**config.mk**
```make
export PLATFORM = sky130hd
export DESIGN_NAME = mul_op_sequencer
export DESIGN_NICKNAME = d
export VERILOG_FILES = /design/src/rtl/mul_op_sequencer.sv
export SDC_FILE = /design/constraint.sdc
export NUM_CORES = 1
export LEC_CHECK = 0
export ABC_AREA = 0
export CAP_MARGIN = 20
export CORE_MARGIN = 2
export CORE_UTILIZATION = 43
export DETAILED_ROUTE_END_ITERATION = 10
export PLACE_DENSITY = 0.88
export SYNTH_ARGS = -nofsm -noshare
export SYNTH_HDL_FRONTEND = slang
export SYNTH_SLANG_ARGS = --single-unit
```
**constraint.sdc**
```tcl
create_clock -name clk -period 1.9 [get_ports clk]
set_clock_uncertainty 0.15 [all_clocks]
set_input_delay 0.19 -clock clk [delete_from_list [all_inputs] [get_ports clk]]
set_output_delay 0.19 -clock clk [all_outputs]
set_load 0.05 [all_outputs]
```
**src/rtl/mul_op_sequencer.sv**
```systemverilog
// mul_op_sequencer: control stage in front of a sequential shift-add
// multiplier. It accepts an operand pair and drives load low for one cycle
// (init), then high for WAIT_CYCLES cycles (run). It then captures the
// product and offers it on a valid/ready output handshake.
module mul_op_sequencer #(
    parameter int SIZE        = 8,
    parameter int WAIT_CYCLES = 2*SIZE+2
) (
    input  logic              clk,
    input  logic              reset,
    input  logic              in_valid,
    output logic              in_ready,
    input  logic [SIZE-1:0]   in_a,
    input  logic [SIZE-1:0]   in_b,
    output logic              mul_load,
    output logic [SIZE-1:0]   mul_a,
    output logic [SIZE-1:0]   mul_b,
    input  logic [2*SIZE-1:0] mul_result,
    output logic              out_valid,
    input  logic              out_ready,
    output logic [2*SIZE-1:0] out_product,
    output logic              busy,
    output logic [7:0]        op_count
);

    // A zero wait would sample the product before the multiplier has run.
    if (WAIT_CYCLES < 1) begin : g_bad_wait
        $error("mul_op_sequencer: WAIT_CYCLES must be >= 1");
    end

    localparam int WCNT_W = (WAIT_CYCLES > 1) ? $clog2(WAIT_CYCLES) : 1;
    localparam logic [WCNT_W-1:0] WCNT_LAST = WCNT_W'(WAIT_CYCLES - 1);

    typedef enum logic [1:0] {
        IDLE = 2'd0,
        INIT = 2'd1,
        RUN  = 2'd2,
        DONE = 2'd3
    } state_e;

    state_e              state_q, state_d;
    logic [WCNT_W-1:0]   wcnt_q, wcnt_d;
    logic [SIZE-1:0]     mul_a_q, mul_a_d;
    logic [SIZE-1:0]     mul_b_q, mul_b_d;
    logic [2*SIZE-1:0]   out_product_q, out_product_d;
    logic                out_valid_q, out_valid_d;
    logic [7:0]          op_count_q, op_count_d;

    // Decoded strictly from the state register, so these never glitch on inputs.
    assign mul_load    = (state_q == RUN);
    assign in_ready    = (state_q == IDLE);
    assign busy        = (state_q != IDLE);
    assign mul_a       = mul_a_q;
    assign mul_b       = mul_b_q;
    assign out_valid   = out_valid_q;
    assign out_product = out_product_q;
    assign op_count    = op_count_q;

    // Next-state and datapath updates for the IDLE -> INIT -> RUN -> DONE sequence.
    always_comb begin
        // NOTE: every target gets a hold default first so no path infers a latch.
        state_d       = state_q;
        wcnt_d        = wcnt_q;
        mul_a_d       = mul_a_q;
        mul_b_d       = mul_b_q;
        out_product_d = out_product_q;
        out_valid_d   = out_valid_q;
        op_count_d    = op_count_q;

        unique case (state_q)
            IDLE: begin
                if (in_valid) begin
                    mul_a_d = in_a;
                    mul_b_d = in_b;
                    state_d = INIT;
                end
            end
            INIT: begin
                wcnt_d  = '0;
                state_d = RUN;
            end
            RUN: begin
                wcnt_d = wcnt_q + 1'b1;
                if (wcnt_q == WCNT_LAST) begin
                    out_product_d = mul_result;
                    out_valid_d   = 1'b1;
                    state_d       = DONE;
                end
            end
            DONE: begin
                // Operands stay on the bus until the product is taken.
                if (out_valid_q && out_ready) begin
                    out_valid_d = 1'b0;
                    op_count_d  = op_count_q + 8'd1;
                    state_d     = IDLE;
                end
            end
            default: state_d = IDLE;
        endcase
    end

    // State and datapath registers; reset abandons any operation in flight.
    always_ff @(posedge clk or posedge reset) begin
        // NOTE: non-blocking assignments so every flop samples pre-edge values.
        if (reset) begin
            state_q       <= IDLE;
            wcnt_q        <= '0;
            mul_a_q       <= '0;
            mul_b_q       <= '0;
            out_product_q <= '0;
            out_valid_q   <= 1'b0;
            op_count_q    <= 8'd0;
        end else begin
            state_q       <= state_d;
            wcnt_q        <= wcnt_d;
            mul_a_q       <= mul_a_d;
            mul_b_q       <= mul_b_d;
            out_product_q <= out_product_d;
            out_valid_q   <= out_valid_d;
            op_count_q    <= op_count_d;
        end
    end

endmodule

```
Word-level counts from Yosys, hierarchy flattened
Cells that the tools add are included.
W data, S select, Z words.
{"block": "op_classes", "eq_ne": 7, "n_reduce_logical": 10, "muxes": 8, "addsub": 2}
{"op": "$pmux W5 S2", "count": 1}
{"op": "$add A8 B1 Y8 const B", "count": 1}
{"op": "$pmux W2 S4", "count": 1}
{"op": "$mux W2", "count": 3}
{"op": "$reduce_and A2 Y1", "count": 3}
{"op": "$reduce_and A3 Y1", "count": 2}
{"op": "$reduce_bool A2 Y1", "count": 3}
{"op": "$add A5 B1 Y5 const B", "count": 1}
{"op": "$eq A5 B5 Y1 const B", "count": 1}
{"op": "$eq A2 B2 Y1 const B", "count": 2}
{"op": "$ne A2 B2 Y1 const B", "count": 2}
{"op": "$eq A2 B1 Y1 const B", "count": 1}
{"op": "$logic_not A2 Y1", "count": 1}
{"op": "$mux W1", "count": 2}
{"op": "$ne A2 B1 Y1 const B", "count": 1}
{"op": "$pmux W1 S2", "count": 1}
{"op": "$logic_and A1 B1 Y1", "count": 1}
{"block": "totals", "reg_bits": 48, "elab_cells": 34, "in_bits": 36}

Longest topological paths before layout
Gate-level depths: netlist of the first run.
{"block": "depth", "depth_word": 3, "mapped_depth": 6, "ltp_nobuf": 5}

Least setup slack after synthesis of the first run
Ideal clock, no wire load.
{"block": "synth_path", "kind": "register to register", "from": "reg state_q[0]", "to": "reg mul_a_q[0], in the netlist mul_a[0]", "path_stages_with_launch": 6, "synth_period_minus_slack_ns": 2.070, "arrival_time_ns": 1.795, "path_slack_ns": -0.170, "setup_ns": 0.125, "required_time_ns": 1.625, "path_cell_list": "dfrtp_1 -> inv_1 -> ha_1 -> nand2_1 -> buf_2 -> mux2_2"}
{"block": "synth_via", "elab_chain_cells": 2}
{"element": "start: declaration", "line_no": "41", "source": "state_e state_q, state_d;"}
{"element": "start signal: assignment", "line_no": "114", "source": "state_q <= state_d;"}
{"element": "$logic_not A2 Y1"}
{"element": "net in_ready", "line_no": "12", "source": "output logic in_ready,"}
{"element": "$reduce_and A2 Y1 (no line)"}
{"element": "end signal: assignment", "line_no": "116", "source": "mul_a_q <= mul_a_d;"}
{"element": "end: declaration", "line_no": "43", "source": "logic [SIZE-1:0] mul_a_q, mul_a_d;"}
The timed path passes the listed nets, and every way through them passes these cells.
A chain may end at the register's enable or synchronous reset.

Worst setup path after layout of the first run
{"block": "layout_path", "from": "reg op_count_q[6], in the netlist op_count[6]", "to": "out op_count[6]"}
{"element": "start: declaration", "line_no": "47", "source": "logic [7:0] op_count_q, op_count_d;"}
{"element": "start signal: assignment", "line_no": "120", "source": "op_count_q <= op_count_d;"}
{"element": "end: declaration", "line_no": "23", "source": "output logic [7:0] op_count"}
No word-level cell between the ends.

==> results_dict.tcl, run 1 <==
set metrics [dict create \
    dpl-instance-area_um2 2960 \
    crit_chain "clkdlybuf4s50_1" \
    cp-end-kind "primary output" \
    numPortBuffers 79 \
    drive_gt1_share_pct 22.3 \
    cts_root_buffer "clkbuf_8" \
    hold_buffers 0 \
    antennaDiodeCount 0 \
    grt_setup_unrepaired "no" \
    critical_path.top_delay_family "buffers and inverters" \
    grt_usage_pct 16.9 \
    detail-route-antenna-nets 0 \
    synth_area_leaders "dfrtp_1 (58%), mux2_2 (12%), mux2_4 (7.2%), ha_1 (4.2%), nand2_1 (2.4%)" \
    tns_ns 0 \
    startpoint_type "flip-flop" \
    die_area_um2 5400 \
    fillers 359 \
    fp.dieH_um 73.5 \
    async_flop_share_pct 100 \
    cts.sink_count 48 \
    cts_tree "built" \
    hp-class "input pin to asynchronous set/reset pin" \
    syn_inst 152 \
    crit_required_ns 1.56 \
    path_max_fanout 3 \
    rr_worst_depth 5 \
    synth_cell_type_count 31 \
    wl_per_cell_um 14.8 \
    utilization_pct 65.5 \
    ys_seq_area_share_pct 57.9 \
    ir_drop_uv 953 \
    dpl_worst_slack_ns 0.151 \
    fmax_mhz 545 \
    drc 0 \
    via_per_inst 5.14 \
    crit_type "flip-flop to primary output" \
    die_w_um 73.5 \
    r2r_slack_ns 0.14 \
    synth-edff-count 0 \
    ios 80 \
    worst_slack_ns 0.0662 \
    ctsResizeCount 0 \
    initial_core_util_pct 44.2 \
    synth_common_cells "dfrtp_1 (48), mux2_2 (22), nand2_1 (13)" \
    dr_total_vias 1501 \
    crit_buf_inv 1 \
    grt_max_degree 49 \
    slew_violations 0 \
    tightest_slew_ns 0.523 \
    synth_nets 195 \
    reg2reg_to "out_product[10]$_DFFE_PP0P_" \
    clk_pin_slew_worst_paths_ns 0.08 \
    cp_slowest_cell "clkdlybuf4s50_1" \
    ys.flop_type "dfrtp_1" \
    fin_crit_sh_pct 96.5 \
    outcome "finished, final reports clean" \
    relSlewSlack_pct 65.1 \
    place.gp.congestion 0.770 \
    gr-total-overflow 0 \
    crit_arrival_ns 1.49 \
    synth.top_cell.area_share_pct 57.9 \
    syn_area_per_cell_um2 13.7 \
    grt_pass1_vias 1581 \
    cts_max_level 2 \
    rows 25 \
    clockBufferDepth 2 \
    critPathMaxStageDelay_ns 0.81 \
    yosysMostFrequentCell "dfrtp_1" \
    crit_start "op_count[6]$_DFFE_PP0P_" \
    finalCriticalPeriod_ns 1.83 \
    postCtsSetupRepairBufs 0 \
    cts-buffers-inserted 5 \
    yosysWarnings 0 \
    finalNetCount 280 \
    wirelength_um 4320 \
    p_leak_nw 1.42 \
    maxCapViolations 0 \
    timing.rr.start "wcnt_q[1]$_DFFE_PP0P_" \
    hpwl_um 3140 \
    antenna_found_initial 0 \
    syn_area_um2 2080 \
    grt_pass1_wl_um 6970 \
    clk_latency_ns 0.30 \
    finalSetupViolCount 0 \
    drt_iter0_drc 54 \
    syn_to_final_growth_pct 48.0 \
    core_um2 4690 \
    synth-seq-cells 48 \
    hold_viol 0 \
    p_per_area_nw_per_um2 1670 \
    final_area_um2 3070 \
    yosysTopAreaCell "dfrtp_1" \
    drt-pass1-iter-count 4 \
]
==> registers in the layout, indices dropped and copies added (netlist names) <==
signal	cells
out_product	16
mul_a	8
mul_b	8
op_count	8
wcnt_q	5
state_q	2
out_valid	1
==> worst max-delay path by stage <==
stage / to / slack, ns / depth (start not counted)
global placement: out_product[14]$_DFFE_PP0P_ / 0.21 / 4
CTS: op_count[3] / 0.006 / 1
finish: op_count[6] / 0.07 / 1
detailed placement: out_product[10]$_DFFE_PP0P_ / 0.15 / 4
floorplan: mul_a[0]$_DFFE_PP0P_ / 0.05 / 5
global route: op_count[6] / 0.01 / 1
==> cells by family (layout without fill, tap and decap cells) <==
group | after synthesis | after routing | synth area share (%)
AOI/OAI and AO/OA | 12 | 12 | 3.86
adders and majority gates | 7 | 7 | 4.22
DFF | 48 | 48 | 57.9
xor gates and xnor gates | 7 | 7 | 2.95
muxes | 33 | 33 | 19.7
buffers and inverters | 13 | 99 | 2.95
and+or+nand+nor | 32 | 32 | 8.50
==> area by class of cell <==
| class | instances | area (um^2) | share of cell area, % |
|---|---|---|---|
| Clock buffer | 6 | 72.6 | 2.36 |
| Timing Repair Buffer | 81 | 841 | 27.4 |
| Clock inverter | 2 | 35.0 | 1.14 |
| Inverter | 10 | 37.5 | 1.22 |
| Sequential cell | 48 | 1200 | 39.1 |
| Tap cell | 54 | 67.6 | 2.20 |
| Multi-Input combinational cell | 91 | 818 | 26.6 |
==> through the flow <==
step | std cells | total power, mW | hold slack (ns)
6_report | 292 | 5.13 | 0.103
5_1_grt | 292 | 5.38 | 0.138
4_1_cts | 292 | 5.18 | 0.118
3_5_place_dp | 284 | 4.44 | 0.309
3_3_place_gp | 284 | 4.37 | 0.314
2_1_floorplan | 152 | 3.46 | 0.189
==> where the power goes <==
part           switching (mW)  internal (mW)
clock network           0.323          0.391
logic                    1.73           1.11
registers               0.222           1.35
==> placed cells by master (no fill, tap or decap), types with 2 or more instances in the layout <==
| cell type | n |
|---|---|
| clkbuf_8 | 5 |
| dfrtp_1 | 48 |
| ha_1 | 5 |
| nand2_1 | 13 |
| or3_1 | 2 |
| o21ai_0 | 5 |
| inv_1 | 9 |
| ha_2 | 2 |
| buf_4 | 6 |
| clkdlybuf4s50_1 | 69 |
| nand3_1 | 5 |
| xor2_1 | 3 |
| xnor2_1 | 4 |
| dlymetal6s2s_1 | 2 |
| buf_12 | 4 |
| mux2_4 | 10 |
| mux2_2 | 22 |
| nand4_1 | 2 |
| a21oi_1 | 2 |
| nor3_1 | 2 |
==> routing by layer <==
metal	global-route usage (%)	routed length (um)	vias up	share of wire, %
li1	-	-	697	-
met5	0	0	-	0
met1	19.1	1640	748	38
met3	4.80	268	6	6.2
met4	6.67	47	0	1.1
met2	29.8	2370	50	55
(Power assumes the default switching activity.)
==> run 2, diff against run 1 <==
--- a/config.mk
+++ b/config.mk
@@ -8,9 +8,9 @@
 export ABC_AREA = 0
 export CAP_MARGIN = 20
 export CORE_MARGIN = 2
-export CORE_UTILIZATION = 43
+export CORE_UTILIZATION = 47
 export DETAILED_ROUTE_END_ITERATION = 10
-export PLACE_DENSITY = 0.88
+export PLACE_DENSITY = 0.94
 export SYNTH_ARGS = -nofsm -noshare
 export SYNTH_HDL_FRONTEND = slang
 export SYNTH_SLANG_ARGS = --single-unit
==> constraint.sdc (replaced) <==
create_clock -name clk -period 2.3 [get_ports clk]
set_clock_uncertainty 0.15 [all_clocks]
set_input_delay 0.23 -clock clk [delete_from_list [all_inputs] [get_ports clk]]
set_output_delay 0.23 -clock clk [all_outputs]
set_load 0.05 [all_outputs]
==> run 2 against run 1 <==
Effect of this change:
- global-route usage increased by 1.2 points
- largest power group unchanged
- non-clock buffer count is the same
- setup slack improved by 0.28 ns
- largest cell class unchanged
==> results_dict.tcl, run 2 (synthesis results as in run 1) <==
set metrics [dict create \
    cp-end-kind "primary output" \
    drc 0 \
    crit_required_ns 1.92 \
    grt_usage_pct 18.0 \
    gr-total-overflow 0 \
    crit_chain "clkdlybuf4s50_1" \
    holdWs_ns 0.116 \
    cp_slowest_cell "clkdlybuf4s50_1" \
    die_area_um2 4960 \
    multi_input_comb_area_um2 813 \
    core_um2 4290 \
    intPower_mw 2.30 \
    crit_type "flip-flop to primary output" \
    startpoint_type "flip-flop" \
    fmax_mhz 511 \
    critPathMaxStageDelay_ns 0.84 \
    busiest_layer "met2" \
    r2r_slack_ns 0.46 \
    grt_pass1_wl_um 6980 \
    drt-pass1-iter-count 4 \
    p_leak_nw 1.39 \
    syn_to_final_growth_pct 47.1 \
    detail-route-antenna-nets 0 \
    clockBufferDepth 2 \
    hpwl_um 3320 \
    outcome "finished, final reports clean" \
    finalNetCount 280 \
    fillers 347 \
    seqPwrFrac_pct 31.2 \
    hold_viol 0 \
    cts-buffers-inserted 5 \
    cts_max_level 2 \
    cts_tree "built" \
    antenna_found_initial 0 \
    ir_drop_uv 924 \
    wl_per_cell_um 14.9 \
    rows 24 \
    grt_setup_unrepaired "no" \
    place.gp.congestion 0.743 \
    p_per_area_nw_per_um2 1360 \
    maxCapViolations 0 \
    wirelength_um 4330 \
    p_sw_mw 1.85 \
    regArea_um2 1200 \
    largest_reg_flops 16 \
    final_cell_count_no_fill 290 \
    global_route.usage.met3_pct 4.04 \
    hp-class "input pin to asynchronous set/reset pin" \
    clockPowerShare_pct 14.5 \
    cts_root_buffer "clkbuf_8" \
    tns_ns 0 \
    clk_latency_ns 0.29 \
    relSlewSlack_pct 65.0 \
    placed_cells 282 \
    die_w_um 70.5 \
    grt_max_degree 29 \
    clk_pin_slew_worst_paths_ns 0.09 \
    final_cell_mix "clkdlybuf4s50_1 (76), dfrtp_1 (48), mux2_2 (22)" \
    fin_crit_sh_pct 85.1 \
    use_met2_pct 32.5 \
    combPwrFrac_pct 54.3 \
    dr_total_vias 1444 \
    drive_gt1_share_pct 18.9 \
    crit_arrival_ns 1.58 \
    drt_iter0_drc 51 \
    cts.sink_count 48 \
    critical_path.top_delay_family "buffers and inverters" \
    via_per_inst 4.98 \
    antennaDiodeCount 0 \
    postCtsSetupRepairBufs 0 \
    initial_core_util_pct 48.3 \
    grtUsageMet1_pct 21.9 \
    numPortBuffers 79 \
    ios 80 \
    fp.dieH_um 70.5 \
    finalCriticalPeriod_ns 1.96 \
    crit_buf_inv 1 \
    tightest_slew_ns 0.523 \
    finalSetupViolCount 0 \
    slew_violations 0 \
    final_common_cell "clkdlybuf4s50_1" \
    grt_pass1_vias 1481 \
    path_max_fanout 5 \
    netSwitchingFraction_pct 44.6 \
    hold_buffers 0 \
]
## run 2: cell type report
| class | count | area share, % |
|---|---|---|
| sequential | 48 | 39.3 |
| inverter | 10 | 1.23 |
| multi-input combinational | 91 | 26.6 |
| timing repair buffer | 81 | 26.9 |
| clock buffer | 5 | 2.25 |
| tap | 52 | 2.13 |
| clock inverter | 3 | 1.56 |
## run 2: routing by layer
| layer | wire (um) | up-vias | share of wire [%] |
|---|---|---|---|
| li1 | - | 698 | - |
| met1 | 1740 | 702 | 40 |
| met2 | 2340 | 42 | 54 |
| met3 | 228 | 2 | 5.3 |
| met4 | 14 | 0 | 0.32 |
| met5 | 0 | - | 0 |
## run 2: worst reg2reg max path, stage by stage, from the launching register on
cell and delay [ns]:
dfrtp_1 0.41, inv_1 0.11, ha_1 0.42, nand2_4 0.26, mux2_4 0.37
## run 2: power groups by stage
| stage | clock (mW) | sequential (mW) | combinational, mW |
|---|---|---|---|
| 2_1_floorplan | 0 | 2.13 | 0.717 |
| 3_3_place_gp | 0 | 1.29 | 2.23 |
| 3_5_place_dp | 0 | 1.32 | 2.27 |
| 4_1_cts | 0.621 | 1.30 | 2.28 |
| 5_1_grt | 0.651 | 1.34 | 2.37 |
| 6_report | 0.601 | 1.30 | 2.26 |
## run 2: path summary, 6_finish.rpt
| check | startpoint | to | cells after the start |
|---|---|---|---|
| worst max-delay path | op_count[2]$_DFFE_PP0P_ | op_count[2] | 1 |
| worst min-delay path | reset | out_product[7]$_DFFE_PP0P_ | 2 |
| worst max register to register | state_q[0]$_DFFE_PP0P_ | out_product[5]$_DFFE_PP0P_ | 4 |
| worst min register to register | op_count[7]$_DFFE_PP0P_ | op_count[7]$_DFFE_PP0P_ | 1 |
| max in group asynchronous | reset | mul_a[4]$_DFFE_PP0P_ | 3 |
| min in group clk | op_count[7]$_DFFE_PP0P_ | op_count[7]$_DFFE_PP0P_ | 1 |
## run 2: stage by stage
| stage | power, mW | utilization [%] | cell area (um^2) | worst slack, ns |
|---|---|---|---|---|
| detailed placement | 3.59 | 68.3 | 2930 | 0.366 |
| finish | 4.15 | 71.1 | 3050 | 0.343 |
| global route | 4.36 | 71.1 | 3050 | 0.289 |
| CTS | 4.20 | 71.0 | 3050 | 0.0372 |
| global placement | 3.52 | 68.3 | 2930 | 0.414 |
| floorplan | 2.84 | - | 2080 | 0.230 |
## run 2: timing repair
item | in CTS | in global routing
endpoints found under the hold margin | 0 | 0
resized for setup | 0 | 2
setup endpoints to repair | 0 | 2
==> edit (settings of run 1) <==
`out_product_q` no longer has a reset.
--- a/src/rtl/mul_op_sequencer.sv
+++ b/src/rtl/mul_op_sequencer.sv
@@ -107,7 +107,6 @@
             wcnt_q        <= '0;
             mul_a_q       <= '0;
             mul_b_q       <= '0;
-            out_product_q <= '0;
             out_valid_q   <= 1'b0;
             op_count_q    <= 8'd0;
         end else begin
@@ -115,11 +114,14 @@
             wcnt_q        <= wcnt_d;
             mul_a_q       <= mul_a_d;
             mul_b_q       <= mul_b_d;
-            out_product_q <= out_product_d;
             out_valid_q   <= out_valid_d;
             op_count_q    <= op_count_d;
         end
     end
 
+    always_ff @(posedge clk) begin
+        out_product_q <= out_product_d;
+    end
+
 endmodule
 
Formal check against the unedited RTL: same outputs for any inputs over 10 cycles, from zero or initial values and one cycle with reset high; that may be too few to reach the edited logic, so the function may still have changed.
==> edit against run 1 <==
Via count fell by 12%; sequential share of layout area rose by 3.9 points; design area fell by 3.1%; register-to-register slack got worse by 40 ps; routed wire length fell by 0.19%; hold slack improved by 22 ps; sequential cell count did not move; clock power rose by 7.7%; utilization rose by 3.4 points; setup slack got worse by 22 ps; area after synthesis fell by 7.4%; total power fell by 8.2%; critical path depth did not move.
==> edit: results <==
INSERT INTO impl_metrics (metric_group, metric, value, unit) VALUES
('yosys', 'synth_enable_flop_cells', '16', ''),
('yosys', 'mappedNetlistNets', '171', ''),
('placed_design', 'dpl.hpwl', '3329', 'um'),
('placed_design', 'routabilityCongestion', '0.7818', ''),
('yosys', 'synthTopCellsByArea', 'sky130_fd_sc_hd__dfrtp_1 42%, sky130_fd_sc_hd__edfxtp_1 25%, sky130_fd_sc_hd__mux2_1 11%', ''),
('pwr', 'vdd_drop_max', '1.115', 'mV'),
('timing', 'slew_headroom', '0.6300', ''),
('layout', 'n_fill_cell', '295', ''),
('run_status', 'result_of_the_run', 'completed', ''),
('routing', 'avgViaCountPerCell', '4.896', ''),
('global_route', 'global_route_wire_length_before_repair', '6975', 'um'),
('routing', 'wire_length_after_detailed_routing', '4315', 'um'),
('placed_design', 'placement_stage_cell_area', '0.002854', 'mm^2'),
('global_route', 'grt_pass1_vias', '1409', ''),
('routing', 'dr.first_iter.drc_count', '67', ''),
('layout', 'final_layout_size_suffix_gt1_frac', '0.1284', ''),
('yosys', 'synth_async_sr_flop_share', '0.6667', ''),
('pwr', 'power.static_leakage', '1.245', 'nW'),
('global_route', 'grt_use_total', '0.1815', ''),
('yosys', 'netlist_top_cells_count', '32 x sky130_fd_sc_hd__dfrtp_1, 18 x sky130_fd_sc_hd__mux2_1, 16 x sky130_fd_sc_hd__edfxtp_1', '');
-- edit: final timing paths --
kind                       cells after the start        endpoint  slack, ps          start
max                                            1     op_count[6]         40    op_count[6]
min                                            3        mul_b[6]        130          reset
max reg2reg                                    5      state_q[1]        100      wcnt_q[1]
min reg2reg                                    1     op_count[7]        330    op_count[7]
max in group asynchronous                      3       wcnt_q[3]       1170          reset
min in group clk                               1  out_product[4]        290  mul_result[4]
-- edit: power by group --
part           internal [mW]  total, mW  switching [mW]
clock network          0.430      0.769           0.338
registers               1.34       1.54           0.199
logic                  0.923       2.40            1.48
total                   2.69       4.71            2.02
-- edit: tightest hold or removal path: cells and delay by family --
family	cells	cell delay, ps
buf+inv	3	810
-- edit: final cells by class --
cell class	instances	area, um^2	area share
Timing Repair Buffer	83	850.8	0.2857
Multi-Input combinational cell	70	625.6	0.2101
Tap cell	52	65.06	0.02185
Sequential cell	48	1281	0.4303
Inverter	9	33.78	0.01134
Clock inverter	2	38.79	0.01303
Clock buffer	6	82.58	0.02773
-- edit: per-stage QoR --
stage	total power [mW]	instances	hold slack [ps]	utilization	worst slack (ps)
2_1_floorplan	3.097	128	138.9	-	16.23
3_3_place_gp	3.893	262	317.6	0.6600	116.4
3_5_place_dp	3.978	262	316.6	0.6600	73.10
4_1_cts	4.756	270	137.3	0.6881	25.55
5_1_grt	4.936	270	184.6	0.6887	4.078
6_report	4.711	270	125.2	0.6887	44.03
-- edit: logic make-up (layout without fill, tap and decap cells) --
group / Yosys count / in the layout / share of synthesized area
buf+inv: 10 / 100 / 0.02017
mux: 20 / 20 / 0.1158
flops: 48 / 48 / 0.6662
simple gates: 25 / 25 / 0.07808
xor+xnor: 7 / 7 / 0.03188
fa+ha+maj: 7 / 7 / 0.04554
compound gates: 11 / 11 / 0.04230
-- edit: metal layers --
layer | track usage | share of wire | vias to the layer above
met5 | 0 | 0 | -
met1 | 0.2233 | 0.41 | 638
li1 | - | - | 629
met3 | 0.04701 | 0.059 | 7
met2 | 0.3105 | 0.51 | 48
met4 | 0.06499 | 0.019 | 0
-- edit: timing repair --
action,in CTS,in global routing
resized for setup,0,1
buffers inserted,0,0
endpoints found under the setup margin,0,1
endpoints found under the hold margin,0,0
